--- src/rtl/uart_alu_interface.sv ---
// Frame sequencer: gathers operand A, operand B and opcode bytes from the UART,
// presents them to an external combinational ALU and ships the result byte back out.
module uart_alu_interface #(
    parameter int DATA_WIDTH     = 8,
    parameter int TIMEOUT_CYCLES = 100000
) (
    input  logic                  i_clk,
    input  logic                  i_rst_n,
    input  logic                  i_rx_done,
    input  logic [DATA_WIDTH-1:0] i_rx_data,
    output logic [DATA_WIDTH-1:0] o_alu_a,
    output logic [DATA_WIDTH-1:0] o_alu_b,
    output logic [DATA_WIDTH-1:0] o_alu_op,
    input  logic [DATA_WIDTH-1:0] i_alu_result,
    output logic                  o_tx_start,
    output logic [DATA_WIDTH-1:0] o_tx_data,
    input  logic                  i_tx_done,
    output logic                  o_busy,
    output logic                  o_timeout,
    output logic                  o_rx_overrun
);

    // A zero timeout disables expiry; keep the counter at least one bit wide.
    localparam bit TO_EN    = (TIMEOUT_CYCLES > 0);
    localparam int CW       = TO_EN ? $clog2(TIMEOUT_CYCLES + 1) : 1;
    localparam int LAST     = TO_EN ? TIMEOUT_CYCLES - 1 : 0;
    localparam logic [CW-1:0] CNT_LAST = CW'(LAST);

    typedef enum logic [2:0] {
        WAIT_A  = 3'd0,
        WAIT_B  = 3'd1,
        WAIT_OP = 3'd2,
        EXEC    = 3'd3,
        SEND    = 3'd4,
        WAIT_TX = 3'd5
    } state_e;

    state_e                state_q, state_d;
    logic [DATA_WIDTH-1:0] a_q, a_d, b_q, b_d, op_q, op_d, tx_q, tx_d;
    logic [CW-1:0]         cnt_q, cnt_d;
    logic                  to_q, to_d, ovr_q, ovr_d;

    always_ff @(posedge i_clk or negedge i_rst_n) begin
        if (!i_rst_n) begin
            state_q <= WAIT_A;
            a_q     <= '0;
            b_q     <= '0;
            op_q    <= '0;
            tx_q    <= '0;
            cnt_q   <= '0;
            to_q    <= 1'b0;
            ovr_q   <= 1'b0;
        end else begin
            state_q <= state_d;
            a_q     <= a_d;
            b_q     <= b_d;
            op_q    <= op_d;
            tx_q    <= tx_d;
            cnt_q   <= cnt_d;
            to_q    <= to_d;
            ovr_q   <= ovr_d;
        end
    end

    always_comb begin
        state_d = state_q;
        a_d     = a_q;
        b_d     = b_q;
        op_d    = op_q;
        tx_d    = tx_q;
        cnt_d   = cnt_q;
        to_d    = 1'b0;
        ovr_d   = 1'b0;
        case (state_q)
            WAIT_A: begin
                if (i_rx_done) begin
                    a_d     = i_rx_data;
                    cnt_d   = '0;
                    state_d = WAIT_B;
                end
            end
            WAIT_B: begin
                if (i_rx_done) begin
                    b_d     = i_rx_data;
                    cnt_d   = '0;
                    state_d = WAIT_OP;
                end else if (TO_EN && cnt_q == CNT_LAST) begin
                    to_d    = 1'b1;
                    state_d = WAIT_A;
                end else begin
                    cnt_d = cnt_q + CW'(1);
                end
            end
            WAIT_OP: begin
                // A byte arriving on the expiry cycle still completes the frame.
                if (i_rx_done) begin
                    op_d    = i_rx_data;
                    state_d = EXEC;
                end else if (TO_EN && cnt_q == CNT_LAST) begin
                    to_d    = 1'b1;
                    state_d = WAIT_A;
                end else begin
                    cnt_d = cnt_q + CW'(1);
                end
            end
            EXEC: begin
                tx_d    = i_alu_result;
                ovr_d   = i_rx_done;
                state_d = SEND;
            end
            SEND: begin
                ovr_d   = i_rx_done;
                state_d = WAIT_TX;
            end
            WAIT_TX: begin
                ovr_d = i_rx_done;
                if (i_tx_done) state_d = WAIT_A;
            end
            default: state_d = WAIT_A;
        endcase
    end

    // tx_start decodes the state so an async reset removes it immediately.
    assign o_tx_start   = (state_q == SEND);
    assign o_busy       = (state_q != WAIT_A);
    assign o_alu_a      = a_q;
    assign o_alu_b      = b_q;
    assign o_alu_op     = op_q;
    assign o_tx_data    = tx_q;
    assign o_timeout    = to_q;
    assign o_rx_overrun = ovr_q;

endmodule
--- config.mk ---
export PLATFORM = sky130hd
export DESIGN_NAME = uart_alu_interface
export DESIGN_NICKNAME = d
export VERILOG_FILES = /design/src/rtl/uart_alu_interface.sv
export SDC_FILE = /design/constraint.sdc
export NUM_CORES = 1
export LEC_CHECK = 0
export CORE_MARGIN = 2
export CORE_UTILIZATION = 55
export CTS_BUF_LIST = sky130_fd_sc_hd__clkbuf_2 sky130_fd_sc_hd__clkbuf_4 sky130_fd_sc_hd__clkbuf_8
export CTS_CLUSTER_DIAMETER = 200
export DETAILED_ROUTE_END_ITERATION = 8
export PLACE_DENSITY = 0.95
export SLEW_MARGIN = 20
export SYNTH_ARGS = -nofsm -noshare
export SYNTH_HDL_FRONTEND = slang
export SYNTH_SLANG_ARGS = --single-unit
--- constraint.sdc ---
create_clock -name i_clk -period 5.8 [get_ports i_clk]
set_clock_uncertainty 0.15 [all_clocks]
set_input_delay 1.16 -clock i_clk [delete_from_list [all_inputs] [get_ports i_clk]]
set_output_delay 1.16 -clock i_clk [all_outputs]
set_load 0.05 [all_outputs]
# After elaboration in Yosys (flattened, before gate mapping)
# Cells that the tools add are included.
# op_classes
add_sub_neg,1
multipliers,0
div_mod_pow,0
order_cmp,0
eq_ne,9
n_shift,0
muxes,15
n_bitwise,0
reduce_logical,10
# op_table
cell,count
$mux W17,4
$pmux W17 S3,1
$pmux W3 S6,1
$add A17 B1 Y17 const B,1
$eq A17 B17 Y1 const B,1
$mux W3,5
$reduce_and A2 Y1,4
$eq A3 B2 Y1 const B,2
$eq A3 B3 Y1 const B,2
$ne A2 B2 Y1 const B,3
$reduce_bool A3 Y1,2
$mux W1,4
$eq A3 B1 Y1 const B,1
$logic_not A3 Y1,1
$reduce_and A3 Y1,1
$reduce_or A3 Y1,1
$reduce_or A2 Y1,1
# word_totals
ff_bits,54
latch_bits,0
mem_bits_rw,0
rom_bits,0
in_bits,20
word_cells,43
memories,0

# Longest topological paths before layout
# logic_depth
ltp_word,4
mapped_depth,6
depth_no_buf,5

# Worst setup path before layout
# Ideal clock, no wire load.
# synth_timing
path_type,reg-to-output
startpoint,register state_q[2]
endpoint,output o_tx_start
t_arrival_ns,1.778
slack_ns,2.712
path_stages_with_launch,4
n_path_buf,1
cell_sequence,dfrtp_1 > buf_2 > clkinv_1 > nor3_1
# synth_between
elab_chain_len,1
# synth_lines
item,line,text
from (decl),38,"state_e state_q, state_d;"
from (signal assigned),54,state_q <= state_d;
$eq A3 B3 Y1,124,assign o_tx_start = (state_q == SEND);
to (decl),15,"output logic o_tx_start,"
# No other way between the ends.

# Worst setup path after layout
# Ends and elaborated chain as after synthesis.

==> key figures <==
Run status
  – Run status: finished, final reports clean

Final layout
  – Layout cells sized above 1: 0.195
  – Final core occ: 0.724
  – N_diodes: 0
  – Number of fillers in the final layout: 294
  – Register area: 1350 µm²
  – Syn-to-layout area delta: 26.4%
  – Most frequent cells in the layout: dfrtp_1, clkdlybuf4s50_1, mux2_2
  – Final net count: 287
  – Multi-input gate area: 1110 µm²

Worst setup path
  – Crit-path cells: clkinv_1, nor3_1, clkdlybuf4s50_1
  – CP endpoint kind: primary output
  – Worst Path Arrival: 2.26 ns
  – CP Max Fanout: 10
  – FF-to-FF Start: state_q[2]
  – CP required: 4.49 ns
  – Crit path launch type: flip-flop
  – Worst Setup Path Type: flip-flop to primary output
  – Crit. Startpoint: state_q[2]
  – CP max stage delay: 0.83 ns
  – Slowest-stage cell, CP: clkdlybuf4s50_1

Synth
  – #FFs+latches synth: 54
  – Net Count, Synth: 232
  – Synth warn: 0
  – Synth async-reset ratio: 1.00
  – Post-synthesis sequential area ratio: 0.538
  – Cell Area, Synth: 2510 µm²
  – Number of synthesized flops with an enable pin: 0
  – Synth unique cells: 44
  – Post-synthesis instance total: 211
  – Mean post-synth cell area: 11.9 µm²
  – Post-synth top flop: dfrtp_1

Clock network
  – Clock Path Buffers: 2
  – Worst-skew pair later-pin latency: 0.31 ns
  – CTS tree: built
  – Hold-fix buffers at CTS: 0
  – Root buffer cell: clkbuf_8
  – Setup bufs post-CTS: 0
  – Clock sinks: 54
  – Resize count post-CTS: 0
  – CTS Buf Count: 5
  – H-tree Lvls: 2
  – Worst-path clk slew: 0.09 ns

Min path
  – Hold path start: o_tx_data[5]
  – Hold crit path type: flip-flop to flip-flop

Power and ir drop
  – Static Leakage: 1.31 nW
  – Total power: 1.90 mW
  – Max VDD drop: 461 µV
  – Pwr Density: 599 nW/µm²

STA
  – Min Tclk post-route: 3.57 ns
  – Worst Tran Pin Value: 0.752 ns
  – Final number of max-transition violations: 0
  – Final worst setup slack: 2.23 ns
  – Fmax: 0.280 GHz
  – Setup TNS: 0 ns
  – Setup-failing EPs final: 0
  – Fin crit share: 0.616
  – Slew headroom: 0.497
  – RSZ-0062 raised after global routing: false
  – Final hold violations: 0

Global route
  – Total GRT Usage: 0.228
  – Global-route wire length before repair: 9.25 mm
  – Global route total overflow: 0
  – Initial antenna violation count: 0
  – Largest net degree at the start of global routing: 55
  – Vias in the first global route: 1862

Placement
  – Place WS: 2.13 ns
  – HPWL after DPL: 3.80 mm
  – Input/output buffers: 55
  – RePlAce Congestion: 0.838

Routing
  – DRT Pass-1 Iters: 4
  – Post-route DRC: 0
  – Post-route ant nets: 0
  – Via density per instance: 6.10
  – Drt first-iter violations: 161
  – WL/cell: 17.5 µm
  – Routed vias: 1939
  – WL final: 5.57 mm

Die
  – Die footprint: 5120 µm²
  – Initial Util: 0.572
  – I/O Pins: 56
  – Row cnt: 24
  – Core area: 4380 µm²
  – Die width: 71.6 µm
  – Die height: 71.6 µm

Run
  – Max_cap viols: 0
-- state kept, by name, summed over array words and instances (netlist names) --
name / cells
o_tx_data: 8
o_alu_op: 8
o_rx_overrun: 1
state_q: 3
o_alu_b: 8
cnt_q: 17
o_alu_a: 8
o_timeout: 1
-- layer usage --
metal / vias to the layer above / routed length (µm) / GRT usage
met4: 0 / 65 / 0.0440
li1: 890 / - / -
met1: 943 / 2270 / 0.304
met2: 97 / 2770 / 0.381
met5: - / 0 / 0
met3: 9 / 471 / 0.0633
-- worst paths after layout --
kind                                end  slack, ns  depth (start not counted)
max                          o_tx_start       2.23                          3
min                        o_tx_data[5]       0.36                          1
max reg2reg                  o_alu_b[2]       3.42                          4
min reg2reg                o_tx_data[5]       0.36                          1
max in group asynchronous  o_tx_data[0]       4.24                          2
min in group asynchronous      cnt_q[7]       0.82                          2
-- metrics by stage --
stage / instance area, µm² / instances / hold WS [ns]
6_report: 3170 / 318 / 0.360
5_1_grt: 3170 / 318 / 0.373
4_1_cts: 3170 / 318 / 0.364
3_5_place_dp: 3090 / 311 / 0.343
3_3_place_gp: 3090 / 311 / 0.338
2_1_floorplan: 2510 / 211 / 0.340
-- worst max-delay path: cells and delay by family (launching register included) --
family	cells	cell delay [ns]
DFF	1	0.54
and+or+nand+nor	1	0.23
buffers and inverters	2	1.19
-- cells by family after synthesis --
group,after synthesis,synth area share
buffers and inverters,11,0.0199
AO/OA/AOI/OAI,38,0.0957
XOR/XNOR,2,0.00698
adder cells (fa/ha/maj),1,0.00498
multiplexers,35,0.156
flip-flops,54,0.538
AND/OR/NAND/NOR,70,0.178
-- area by class of cell --
type                            count  share of cell area
Inverter                            3             0.00355
Sequential cell                    54               0.426
Tap cell                           52              0.0205
Clock inverter                      1             0.00237
Timing Repair Buffer               56               0.174
Multi-Input combinational cell    146               0.349
Clock buffer                        6              0.0241
-- synth_stat cells (all sizes together), types with 3 or more instances --
cell | n | area (µm²)
mux2i | 3 | 30.0
or4 | 3 | 26.3
clkbuf | 6 | 22.5
dfrtp | 54 | 1350
o21ai | 10 | 50.1
nor3 | 5 | 30.0
a21oi | 13 | 65.1
nand2b | 5 | 31.3
and4 | 3 | 26.3
nand3 | 8 | 40.0
mux2 | 32 | 360
o211ai | 3 | 22.5
nand2 | 14 | 52.6
and3 | 3 | 18.8
nor2 | 4 | 15.0
or3 | 6 | 37.5
nand4 | 3 | 18.8
-- report_power, final --
group	switching [mW]	total (mW)	leakage [nW]	internal [mW]
Clock	0.115	0.203	0.0407	0.0877
Combinational	0.675	1.07	0.590	0.399
Sequential	0.113	0.624	0.679	0.512
Total	0.903	1.90	1.31	0.998
(Power assumes the default switching activity.)
